`config.mk`:
```
export PLATFORM = sky130hd
export DESIGN_NAME = fetch_queue
export DESIGN_NICKNAME = d
export VERILOG_FILES = /design/src/rtl/fetch_queue.sv
export SDC_FILE = /design/constraint.sdc
export NUM_CORES = 1
export LEC_CHECK = 0
export BUFFER_PORTS_ARGS = -buffer_cell sky130_fd_sc_hd__clkbuf_2
export CAP_MARGIN = 0
export CORE_MARGIN = 2
export CORE_UTILIZATION = 45
export DETAILED_ROUTE_END_ITERATION = 16
export PLACE_DENSITY = 0.7
export SYNTH_ARGS = -nofsm -noshare
export SYNTH_HDL_FRONTEND = slang
export SYNTH_SLANG_ARGS = --single-unit
```
`constraint.sdc`:
```
create_clock -name clk -period 8.25 [get_ports clk]
set_clock_uncertainty 0.2 [all_clocks]
set_input_delay 1.2375 -clock clk [delete_from_list [all_inputs] [get_ports clk]]
set_output_delay 1.2375 -clock clk [all_outputs]
set_load 0.05 [all_outputs]
```
`src/rtl/fetch_queue.sv`:
```
// Instruction fetch queue between fetch and decode.
// Two-wide circular buffer: up to two instructions enqueued and two presented per
// cycle, in program order. A flush (redirect) empties the queue and has priority
// over enqueue and dequeue in the same cycle.
module fetch_queue #(
    parameter int unsigned ADDR_WIDTH = 32,
    parameter int unsigned DATA_WIDTH = 32,
    parameter int unsigned DEPTH      = 8
) (
    input  logic                       clk,
    input  logic                       rst,
    input  logic                       flush,
    input  logic [1:0]                 in_valid,
    input  logic [ADDR_WIDTH-1:0]      in_addr_0,
    input  logic [ADDR_WIDTH-1:0]      in_addr_1,
    input  logic [DATA_WIDTH-1:0]      in_instr_0,
    input  logic [DATA_WIDTH-1:0]      in_instr_1,
    output logic                       in_ready,
    output logic [1:0]                 out_valid,
    output logic [ADDR_WIDTH-1:0]      out_addr_0,
    output logic [ADDR_WIDTH-1:0]      out_addr_1,
    output logic [DATA_WIDTH-1:0]      out_instr_0,
    output logic [DATA_WIDTH-1:0]      out_instr_1,
    input  logic [1:0]                 out_accept,
    output logic [$clog2(DEPTH):0]     count
);

    localparam int unsigned IDX_W = $clog2(DEPTH);
    localparam int unsigned PTR_W = IDX_W + 1;
    localparam logic [PTR_W:0] DEPTH_W = (PTR_W + 1)'(DEPTH);

    logic [ADDR_WIDTH-1:0] r_addr  [DEPTH];
    logic [DATA_WIDTH-1:0] r_instr [DEPTH];
    logic [PTR_W-1:0]      r_head;
    logic [PTR_W-1:0]      r_tail;

    logic [PTR_W-1:0]      w_count;
    logic [IDX_W-1:0]      w_rd_idx_0;
    logic [IDX_W-1:0]      w_rd_idx_1;
    logic [IDX_W-1:0]      w_wr_idx_0;
    logic [IDX_W-1:0]      w_wr_idx_1;
    logic [1:0]            w_take;
    logic [PTR_W-1:0]      w_deq_n;
    logic [PTR_W-1:0]      w_enq_n;
    logic                  w_enq_ok;
    logic                  w_wr0;
    logic                  w_wr1;
    logic [ADDR_WIDTH-1:0] w_wr0_addr;
    logic [DATA_WIDTH-1:0] w_wr0_instr;

    assign w_count    = r_tail - r_head;
    assign count      = w_count;
    // Readiness looks only at registered occupancy; a same-cycle dequeue is not credited.
    assign in_ready   = ({1'b0, w_count} + (PTR_W + 1)'(2)) <= DEPTH_W;
    assign out_valid  = {w_count > PTR_W'(1), w_count != '0};

    assign w_rd_idx_0 = r_head[IDX_W-1:0];
    assign w_rd_idx_1 = r_head[IDX_W-1:0] + IDX_W'(1);
    assign w_wr_idx_0 = r_tail[IDX_W-1:0];
    assign w_wr_idx_1 = r_tail[IDX_W-1:0] + IDX_W'(1);

    // Combinational read of the two oldest entries; invalid slots read as zero.
    always_comb begin
        out_addr_0  = '0;
        out_instr_0 = '0;
        out_addr_1  = '0;
        out_instr_1 = '0;
        if (out_valid[0]) begin
            out_addr_0  = r_addr[w_rd_idx_0];
            out_instr_0 = r_instr[w_rd_idx_0];
        end
        if (out_valid[1]) begin
            out_addr_1  = r_addr[w_rd_idx_1];
            out_instr_1 = r_instr[w_rd_idx_1];
        end
    end

    // Dequeue count: accept bits masked by valid; a lone slot1 accept (10) is dropped.
    always_comb begin
        w_take  = out_accept & out_valid;
        w_deq_n = '0;
        if (w_take[0]) begin
            w_deq_n = w_take[1] ? PTR_W'(2) : PTR_W'(1);
        end
    end

    // Enqueue decode: a lone slot1 is compacted into the tail slot.
    always_comb begin
        w_enq_ok    = in_ready && !flush;
        w_wr0       = w_enq_ok && (in_valid != 2'b00);
        w_wr1       = w_enq_ok && (in_valid == 2'b11);
        w_wr0_addr  = in_valid[0] ? in_addr_0 : in_addr_1;
        w_wr0_instr = in_valid[0] ? in_instr_0 : in_instr_1;
        w_enq_n     = '0;
        if (w_wr1) begin
            w_enq_n = PTR_W'(2);
        end else if (w_wr0) begin
            w_enq_n = PTR_W'(1);
        end
    end

    // Storage array write; contents need no reset.
    always_ff @(posedge clk) begin
        if (w_wr0) begin
            r_addr[w_wr_idx_0]  <= w_wr0_addr;
            r_instr[w_wr_idx_0] <= w_wr0_instr;
        end
        if (w_wr1) begin
            r_addr[w_wr_idx_1]  <= in_addr_1;
            r_instr[w_wr_idx_1] <= in_instr_1;
        end
    end

    // Head/tail pointer update; flush overrides both enqueue and dequeue.
    always_ff @(posedge clk or negedge rst) begin
        if (!rst) begin
            r_head <= '0;
            r_tail <= '0;
        end else if (flush) begin
            r_head <= '0;
            r_tail <= '0;
        end else begin
            r_head <= r_head + w_deq_n;
            r_tail <= r_tail + w_enq_n;
        end
    end

    // Occupancy must stay within 0..DEPTH.
    assert property (@(posedge clk) disable iff (!rst) w_count <= PTR_W'(DEPTH));

endmodule

```
==> summary.txt, run 1 <==
Status
  • Outcome: complete, no violations

STA
  • Least-Margin Pin Slew: 1060 ps
  • Final min period: 6370 ps
  • Setup-failing EPs final: 0
  • Final Hold Fails: 0
  • Slew Limit Fails: 0
  • Unrepaired setup endpoints after global routing: false
  • Final Cycle Share: 0.772
  • Max Freq: around 0.16 GHz
  • Final setup TNS: 0 ps
  • Slew headroom: 0.294

Final layout
  • Most common cell after layout, fill and taps aside: mux2_2
  • Fill cell count: around 5,800
  • Multi-input gate area: 0.0147 mm^2
  • Final Cell Area: between 0.03 and 0.04 mm^2
  • Layout area overhead: 12.4%
  • Register area: roughly 0.016 mm^2
  • Post-route insts no fill: 3,129
  • Share of cells above drive strength 1: 0.557
  • Most frequent cells in the layout: mux2_2, edfxtp_1, clkbuf_2
  • Nets: approximately 2,300

Floorplanning
  • Rows: 96
  • Die ar.: slightly above 0.07 mm^2
  • Chip height: roughly 270 um
  • Initial Util: 0.453
  • I/O pin cnt: 270
  • Core Region: 0.0685 mm^2
  • Die W: 267 um

Placement
  • Placed inst area: around 0.033 mm^2
  • Gpl congestion: between 0.8 and 0.9
  • Port Buffer Count: 269
  • DP HPWL: around 54,000 um
  • Placed cells: between 3,000 and 4,000

Global route
  • Initial antenna violation count: 7
  • Vias in the first global route: around 21,000
  • Pin count of the biggest net entering global routing: 65
  • Gr usage total: 0.265
  • First-pass GRT wire length: 138,000 um
  • GRT Residual Overflow: 0

Synth
  • Seq/Total Area, Yosys: 0.502
  • Avg Cell Area, Syn: around 16 um^2
  • Adder-cell share of the synthesized area: 0.00556
  • Post-synth cell types: 32
  • Mapped Nets: between 2,000 and 2,500
  • Multiplexer area fraction after synthesis: 0.395
  • Largest family of logic cells by synthesized area: multiplexers
  • Compound-gate portion of the synthesized area: 0.0234
  • Post-synth ARST share: 0.0154
  • Synth Area in XOR/XNOR: 0.00310
  • Top_reg_cell synth: edfxtp_1
  • Post-synth EDFFs: about 510
  • Simple-gate portion of the synthesized area: 0.0403
  • Yosys Warn Count: 0
  • Cells after Synth: about 2,000
  • Cell Area, Synth: slightly above 0.03 mm^2
  • Register bit total from synthesis: 520

Pwr
  • Switching pwr: 6540 uW
  • Sw Share: 0.495
  • Power density over cell area: approximately 380 mW/mm^2
  • P_int: roughly 6700 uW
  • Peak supply drop: 424 uV
  • Register share of total power: 0.261
  • Combinational share of power: 0.548
  • Leakage Power: around 0.012 uW
  • Clock power frac: 0.191

Worst setup path
  • Reg2reg setup slack: 2580 ps
  • Crit start category: flop
  • Reg-to-reg critical path startpoint: r_head[2]
  • Setup CP Type: reg2out
  • WP data required: 6810 ps
  • WP data arrival: ~4900 ps
  • Largest fanout on the critical path: 38
  • Critical Path Sink Type: primary output
  • Crit path from: r_head[2]

CTS
  • Post-CTS setup buffer count: 0
  • Worst skew pair latency: 620 ps
  • H-tree levels: 2
  • Post-CTS Resized: 0
  • Clock sink total: between 500 and 600
  • CTS tree: built
  • Clk slew on worst S/H paths: approximately 60 ps
  • Root Driver: clkbuf_16
  • CTS buffer count: between 50 and 60
  • Max clock buf depth: 3
  • Post-CTS Hold Buffers: 0

Detailed routing
  • Routed Antenna Nets: 0
  • 1st-iter DRT viols: between 1,500 and 2,000
  • Wirelength, routed: 94,900 um
  • Post-DR wirelength/cell: around 30 um
  • Via count: 20,273
  • Via/cell ratio: ~6.5
  • DRT Pass-1 Iters: 5
  • DRC errors left: 0

Job
  • Max_cap viols: 0

Hold path
  • Worst Hold Class: in2async
==> per-stage QoR <==
step                      total power (uW)  setup slack, ps  hold slack (ps)  utilization
after floorplan                       8720             1910              330            -
after global placement               10600             2760              349        0.483
after detailed placement             10700             2600              364        0.483
after CTS                            13200             1920              246        0.510
after global routing                 13700             1830              258        0.510
final                                13200             1880              269        0.510
==> per-layer routing <==
layer | part of all wire | GRT usage | vias up
li1 | - | - | 8409
met3 | 0.083 | 0.0554 | 192
met1 | 0.40 | 0.354 | 10668
met5 | 0.00056 | 0 | -
met4 | 0.034 | 0.0987 | 8
met2 | 0.48 | 0.429 | 996
==> power groups by stage <==
stage / Clock [uW] / Sequential, uW / Combinational, uW
detailed placement: 0 / 3490 / 7220
global placement: 0 / 3470 / 7180
floorplan: 0 / 3410 / 5320
CTS: 2560 / 3440 / 7240
global route: 2660 / 3470 / 7550
finish: 2530 / 3440 / 7240
==> cell type report <==
cell class | instances | share of cell area
Antenna cell | 3 | 0.000215
Clock buffer | 65 | 0.0417
Clock inverter | 39 | 0.00979
Inverter | 11 | 0.00122
Multi-Input combinational cell | 1299 | 0.421
Sequential cell | 520 | 0.447
Tap cell | 882 | 0.0316
Timing Repair Buffer | 310 | 0.0475
==> critical path, cell delays in order (launching register included) <==
cell	delay [ps]
dfrtp_4	860
clkinv_2	620
ha_1	550
nor2_1	70
mux2_4	270
nor3_4	350
inv_2	230
nor2_4	150
buf_4	590
a21oi_1	260
clkbuf_2	310
==> kinds of logic (layout without fill, tap and decap cells) <==
family,count (synthesis),in the layout
muxes,833,833
DFF,520,520
and+or+nand+nor,303,303
buffers and inverters,175,425
AOI/OAI and AO/OA,140,140
adders and majority gates,12,12
xor gates and xnor gates,11,11
other,0,3
==> cells in the mapped netlist, types with 2 or more instances <==
library cell | instances | area share
clkbuf_1 | 65 | 0.0079
nor2_1 | 11 | 0.0013
mux2_2 | 576 | 0.21
xor2_1 | 3 | 0.00085
buf_1 | 14 | 0.0017
inv_1 | 10 | 0.0012
nor3_1 | 5 | 0.00081
nor2b_1 | 6 | 0.0012
or2_2 | 2 | 0.00040
nand2b_1 | 2 | 0.00040
o21bai_1 | 8 | 0.0019
dfrtp_1 | 8 | 0.0065
xnor2_1 | 8 | 0.0023
edfxtp_1 | 512 | 0.50
mux4_2 | 256 | 0.19
fa_1 | 3 | 0.0019
and3_1 | 8 | 0.0016
nand3_1 | 3 | 0.00048
buf_4 | 24 | 0.0058
nor3b_2 | 4 | 0.0016
nand2_1 | 258 | 0.031
ha_1 | 9 | 0.0036
a21oi_1 | 130 | 0.021
buf_6 | 20 | 0.0073
a211oi_1 | 2 | 0.00048
buf_2 | 41 | 0.0066
==> state kept, by name (all words and copies together), names as in the netlist <==
signal / cells
r_instr: 256
r_head: 4
r_tail: 4
r_addr: 256
==> final timing paths <==
kind                                    to  depth (start not counted)
max in group asynchronous        r_head[1]                          1
setup reg to reg             r_addr[5][23]                         10
hold reg to reg                  r_tail[3]                          2
hold / removal                   r_tail[2]                          1
setup / recovery           out_instr_1[12]                         10
min in group clk                 r_tail[3]                          2
Note: power is estimated with default switching activity, not from simulation.
==> run 2: changes to the inputs <==
--- a/config.mk
+++ b/config.mk
@@ -10,7 +10,7 @@
 export CORE_MARGIN = 2
 export CORE_UTILIZATION = 45
 export DETAILED_ROUTE_END_ITERATION = 16
-export PLACE_DENSITY = 0.7
+export PLACE_DENSITY = 0.72
 export SYNTH_ARGS = -nofsm -noshare
 export SYNTH_HDL_FRONTEND = slang
 export SYNTH_SLANG_ARGS = --single-unit
==> constraint.sdc (replaced) <==
create_clock -name clk -period 5.4 [get_ports clk]
set_clock_uncertainty 0.2 [all_clocks]
set_input_delay 0.81 -clock clk [delete_from_list [all_inputs] [get_ports clk]]
set_output_delay 0.81 -clock clk [all_outputs]
set_load 0.05 [all_outputs]
==> run 2 against run 1 <==
Effect of this change: clock power rose by 49%; non-clock buffer count up 5; setup slack got worse by 1200 ps; die area did not move.
==> summary.txt, run 2 (synthesis gave the netlist of run 1 again) <==
Hold path
  • Hold EP: r_head[1]
  • Hold_sp: flush
  • Worst hold stages: 2
  • Worst Hold Class: in2reg

STA
  • Least-Margin Pin Slew: 1240 ps (+180 ps)
  • Final Cycle Share: 0.869
  • Max Freq: 0.213 GHz
  • Final min period: between 4000 and 5000 ps
  • Slew headroom: 0.174 (-0.120)
  • Final Hold Fails: 0 (unchanged)
  • Slew Limit Fails: 0 (unchanged)
  • Final setup TNS: 0 ps (unchanged)
  • Unrepaired setup endpoints after global routing: false
  • Setup-failing EPs final: 0 (unchanged)

Floorplanning
  • I/O pin cnt: 270 (unchanged)
  • Rows: 96 (unchanged)
  • Chip height: 267 um (unchanged)
  • Core Region: 0.0685 mm^2 (unchanged)
  • Initial Util: 0.453 (unchanged)
  • Die W: 267 um (unchanged)
  • Die ar.: 0.0711 mm^2 (unchanged)

Worst setup path
  • Critical Path Sink Type: primary output
  • WP data required: 4390 ps (-2420 ps)
  • Reg2reg setup slack: 800 ps (-1780 ps)
  • Setup CP Type: reg2out
  • WP data arrival: 3680 ps (-1250 ps)
  • Reg-to-reg critical path startpoint: r_head[0]
  • Largest fanout on the critical path: 35 (-7.9%)
  • Worst r2r dst: r_head[1]
  • Crit start category: flop
  • Worst r2r path cells: 12 (+2)
  • Crit path from: r_head[0]

Placement
  • Port Buffer Count: 269 (unchanged)
  • DP HPWL: 50,900 um (-5.6%)
  • Gpl congestion: 0.757 (-8.7%)
  • Placed inst area: 0.0334 mm^2 (+0.81%)

Detailed routing
  • Post-DR wirelength/cell: 29.4 um (-3.2%)
  • DRT Pass-1 Iters: 5 (unchanged)
  • Via count: 20,009 (-1.3%)
  • DRC errors left: 0 (unchanged)
  • 1st-iter DRT viols: 1,901 (-3.5%)
  • Routed Antenna Nets: 0 (unchanged)
  • Wirelength, routed: 91,800 um (-3.2%)
  • Via/cell ratio: 6.40 (-1.3%)

CTS
  • CTS buffer count: 57 (unchanged)
  • Worst skew pair latency: 600 ps (-20 ps)
  • H-tree levels: 2 (unchanged)
  • CTS tree: built
  • Post-CTS setup buffer count: 0 (unchanged)
  • Max clock buf depth: 3 (unchanged)
  • Clk slew on worst S/H paths: 60 ps (about the same)
  • Clock sink total: 520 (unchanged)
  • Post-CTS Resized: 0 (unchanged)
  • Root Driver: clkbuf_16

Job
  • Max_cap viols: 0 (unchanged)

Global route
  • Met3 Use GR: 0.0504 (-0.00507)
  • Initial antenna violation count: 2 (-5)
  • Global Route met1 Usage: 0.354 (+0.000448)
  • Gr usage total: 0.257 (-0.00786)
  • Busiest grt layer: met2
  • Pin count of the biggest net entering global routing: 117 (+80%)
  • Vias in the first global route: 20,604 (-1.8%)
  • GRT Residual Overflow: 0 (unchanged)
  • First-pass GRT wire length: 135,000 um (-2.2%)
  • Met2 GRT Util: 0.422 (-0.00626)

Final layout
  • Layout Utilization: 0.513 (+0.00320)
  • Final Cell Area: 0.0351 mm^2 (+0.63%)
  • Most frequent cells in the layout: mux2_2, edfxtp_1, clkbuf_2
  • # diodes: 0 (-3)
  • Layout area overhead: 13.1%
  • Most common cell after layout, fill and taps aside: mux2_2
  • Nets: 2,351 (+0.21%)
  • Share of cells above drive strength 1: 0.556 (-0.000941)
  • Fill cell count: 5,665 (-1.6%)
  • Largest registers: r_addr x256, r_instr x256

Pwr
  • Power density over cell area: 576 mW/mm^2 (+52%)
  • Peak supply drop: 716 uV (+69%)
  • Leakage Power: 0.0116 uW (+0.56%)

Status
  • Outcome: complete, no violations
## run 2: worst max-delay path: stages, from the launching register on
cell and delay, ps:
dfrtp_4 610, ha_1 270, nand2b_1 170, a211oi_1 410
nor3_4 120, inv_2 290, nor2_4 70, buf_4 340
a21oi_1 430, clkbuf_2 360
## run 2: metal layers
metal / vias up / part of all wire
met4: 4 / 0.020
met1: 10457 / 0.40
met2: 1021 / 0.49
li1: 8401 / -
met5: - / 0.00029
met3: 126 / 0.089
## run 2: stage by stage
stage	setup slack [ps]	total power, uW	cells	hold slack, ps
CTS	632	20300	3128	303
detailed placement	922	16500	3026	372
global placement	991	16400	3026	350
finish	709	20200	3128	345
global route	489	21000	3128	337
floorplan	-935	13300	1994	314
## run 2: power breakdown
group | internal (uW) | total (uW) | switching, uW
clock network | 2160 | 3760 | 1600
logic | 3090 | 11300 | 8190
registers | 4980 | 5180 | 200
total | 10200 | 20200 | 9990
## run 2: worst max path at each step
stage | endpoint | depth (start not counted)
after floorplan | r_addr[2][0] | 8
after global placement | r_head[1] | 12
after detailed placement | r_head[1] | 12
after CTS | out_addr_0[3] | 6
after global routing | out_instr_0[28] | 6
final | out_addr_1[15] | 9
## run 2: layout make-up
cell class	count	area [um^2]	share of cell area
sequential	520	15600	0.444
multi-input combinational	1299	14700	0.419
timing repair buffer	315	1930	0.0551
clock buffer	71	1480	0.0421
tap	882	1100	0.0314
clock inverter	30	268	0.00763
inverter	11	42.5	0.00121
## run 2: what timing repair did
item	CTS	global route
setup endpoints to repair	0	0
hold buffers	1	0
hold endpoints to repair	8	0
==> run 3: changes to the inputs <==
--- a/config.mk
+++ b/config.mk
@@ -10,7 +10,7 @@
 export CORE_MARGIN = 2
 export CORE_UTILIZATION = 45
 export DETAILED_ROUTE_END_ITERATION = 16
-export PLACE_DENSITY = 0.72
+export PLACE_DENSITY = 0.7
 export SYNTH_ARGS = -nofsm -noshare
 export SYNTH_HDL_FRONTEND = slang
 export SYNTH_SLANG_ARGS = --single-unit
==> constraint.sdc (replaced) <==
create_clock -name clk -period 4.8 [get_ports clk]
set_clock_uncertainty 0.2 [all_clocks]
set_input_delay 0.72 -clock clk [delete_from_list [all_inputs] [get_ports clk]]
set_output_delay 0.72 -clock clk [all_outputs]
set_load 0.05 [all_outputs]
==> run 3 against run 2 <==
Effect of this change: power rose by 16%; cell area rose by 1.1%; sequential share of layout area fell by 0.50 points; routed wire length rose by 2.8%; global-route usage rose by 0.65 points; largest cell class unchanged; combinational power rose by 17%; die area did not move.
==> summary.txt, run 3 (synthesis gave the netlist of run 1 again) <==
Status
  • Outcome: complete, no violations

STA
  • Final min period: between 4000 and 5000 ps
  • Max Freq: around 0.22 GHz
  • Setup-failing EPs final: 0 (unchanged)
  • Final Hold Fails: 0 (unchanged)
  • Final Cycle Share: 0.955
  • Slew headroom: 0.181 (+0.00730)
  • Slew Limit Fails: 0 (unchanged)
  • Least-Margin Pin Slew: 1230 ps (-10.9 ps)
  • Unrepaired setup endpoints after global routing: false
  • Worst Setup Slack, final: 215 ps (-495 ps)

Detailed routing
  • 1st-iter DRT viols: 2,239 (+18%)
  • Wirelength, routed: 94,400 um (+2.8%)
  • Post-DR wirelength/cell: 30.1 um (+2.4%)
  • DRT Pass-1 Iters: 5 (unchanged)
  • Via count: 20,190 (+0.90%)
  • Routed Antenna Nets: 0 (unchanged)
  • DRC errors left: 0 (unchanged)
  • Via/cell ratio: 6.43 (+0.49%)

Final layout
  • Share of cells above drive strength 1: 0.579 (+0.0233)
  • Most common cell after layout, fill and taps aside: mux2_2
  • Layout area overhead: 14.4%
  • Most frequent cells in the layout: mux2_2, edfxtp_1, clkbuf_2
  • Multi-input gate area: 0.0149 mm^2 (+1.0%)
  • Layout Utilization: 0.519 (+0.00587)
  • Nets: 2,359 (+0.34%)
  • Fill cell count: 5,658 (-0.12%)
  • Register area: 0.0156 mm^2 (unchanged)
  • Largest registers: r_addr x256, r_instr x256

Floorplanning
  • Chip height: 267 um (unchanged)
  • I/O pin cnt: 270 (unchanged)
  • Rows: 96 (unchanged)
  • Core Region: 0.0685 mm^2 (unchanged)
  • Initial Util: 0.453 (unchanged)
  • Die ar.: 0.0711 mm^2 (unchanged)
  • Die W: 267 um (unchanged)

Global route
  • Vias in the first global route: 20,777 (+0.84%)
  • Pin count of the biggest net entering global routing: 108 (-7.7%)
  • Gr usage total: 0.264 (+0.00646)
  • First-pass GRT wire length: 138,000 um (+2.4%)
  • GRT Residual Overflow: 0 (unchanged)
  • Initial antenna violation count: 8 (+6)

Worst setup path
  • Crit start category: flop
  • Slowest cell on the critical path: buf_4
  • Worst path cell trace: ha_1 -> nor2_1 -> mux2_4 -> nor3_4 -> inv_2 -> nor3_2 -> buf_4 -> a21oi_1 -> clkbuf_2
  • Slowest stage delay, CP: 560 ps (-50 ps)
  • Critical Path Sink Type: primary output
  • Largest fanout on the critical path: 29 (-17%)
  • WP data arrival: 3670 ps (about the same)
  • WP data required: 3880 ps (-510 ps)
  • Setup CP Type: reg2out

Placement
  • Gpl congestion: 0.818 (+8.1%)
  • Place WS: 744 ps (-177 ps)
  • Port Buffer Count: 269 (unchanged)
  • DP HPWL: 53,900 um (+5.9%)

Pwr
  • Power density over cell area: 658 mW/mm^2 (+14%)
  • Peak supply drop: 675 uV (-5.7%)
  • Leakage Power: 0.0117 uW (+1.1%)

CTS
  • Max clock buf depth: 3 (unchanged)
  • CTS buffer count: 57 (unchanged)
  • H-tree levels: 2 (unchanged)
  • Worst skew pair latency: 600 ps (about the same)
  • CTS tree: built
  • Root Driver: clkbuf_16
  • Clk slew on worst S/H paths: 60 ps (about the same)
  • Clock sink total: 520 (unchanged)

Hold path
  • Worst Hold Class: in2reg

Job
  • Max_cap viols: 0 (unchanged)
-- run 3: cell types whose count changed in the layout (fill, tap and decap cells not counted), sizes merged --
cell    delta
clkinv     -8
buf        +8
inv        +3
bufinv     -1
clkbuf     +6
diode      +5
-- run 3: final cells by class --
cell class / instances / area share
tap: 882 / 0.0311
multi-input combinational: 1299 / 0.418
sequential: 520 / 0.439
timing repair buffer: 323 / 0.0587
clock buffer: 77 / 0.0452
inverter: 11 / 0.00116
clock inverter: 24 / 0.00638
antenna: 5 / 0.000352
-- run 3: timing repair --
item	4_1_cts	5_1_grt
endpoints found under the hold margin	8	0
hold buffers	1	0
resized for setup	0	1
setup buffers	0	3
setup endpoints to repair	0	10
-- run 3: layer usage --
layer | vias up | global-route usage | share of wire | wire, um
met3 | 167 | 0.0480 | 0.083 | 7800
met2 | 1031 | 0.441 | 0.49 | 46700
met1 | 10575 | 0.347 | 0.39 | 36800
met5 | - | 0 | 0.00037 | 35
li1 | 8411 | - | - | -
met4 | 6 | 0.0926 | 0.033 | 3140
-- run 3: through the flow --
| stage | area (um^2) | instances | hold slack [ps] | setup TNS, ps | power [uW] |
|---|---|---|---|---|---|
| 2_1_floorplan | 31200 | 1994 | 224 | -102220 | 15200 |
| 3_3_place_gp | 33600 | 3031 | 357 | 0 | 18800 |
| 3_5_place_dp | 33600 | 3031 | 361 | 0 | 18900 |
| 4_1_cts | 35400 | 3133 | 237 | 0 | 23300 |
| 5_1_grt | 35500 | 3141 | 272 | 0 | 24100 |
| 6_report | 35500 | 3141 | 262 | 0 | 23400 |
-- run 3: worst max-delay path, delay by kind of cell (launching register included) --
kind / cells / cell delay [ps]
buf+inv: 3 / 1060
compound gates: 1 / 170
fa+ha+maj: 1 / 400
mux: 1 / 270
flops: 1 / 470
simple gates: 3 / 680
-- run 3: final timing paths --
| check | start | to | slack [ps] | cells past startpoint |
|---|---|---|---|---|
| max | r_tail[2] | out_instr_0[22] | 210 | 9 |
| min | flush | r_tail[0] | 260 | 2 |
| max reg2reg | r_head[0] | r_instr[1][30] | 720 | 9 |
| min reg2reg | r_head[3] | r_head[3] | 380 | 2 |
| max in group asynchronous | rst | r_head[1] | 3770 | 2 |
| min in group asynchronous | rst | r_tail[0] | 400 | 2 |
-- run 3: report_power, final --
part           total (uW)  internal, uW  switching (uW)
logic               13200          3740            9420
clock network        4380          2550            1840
registers            5830          5600             225
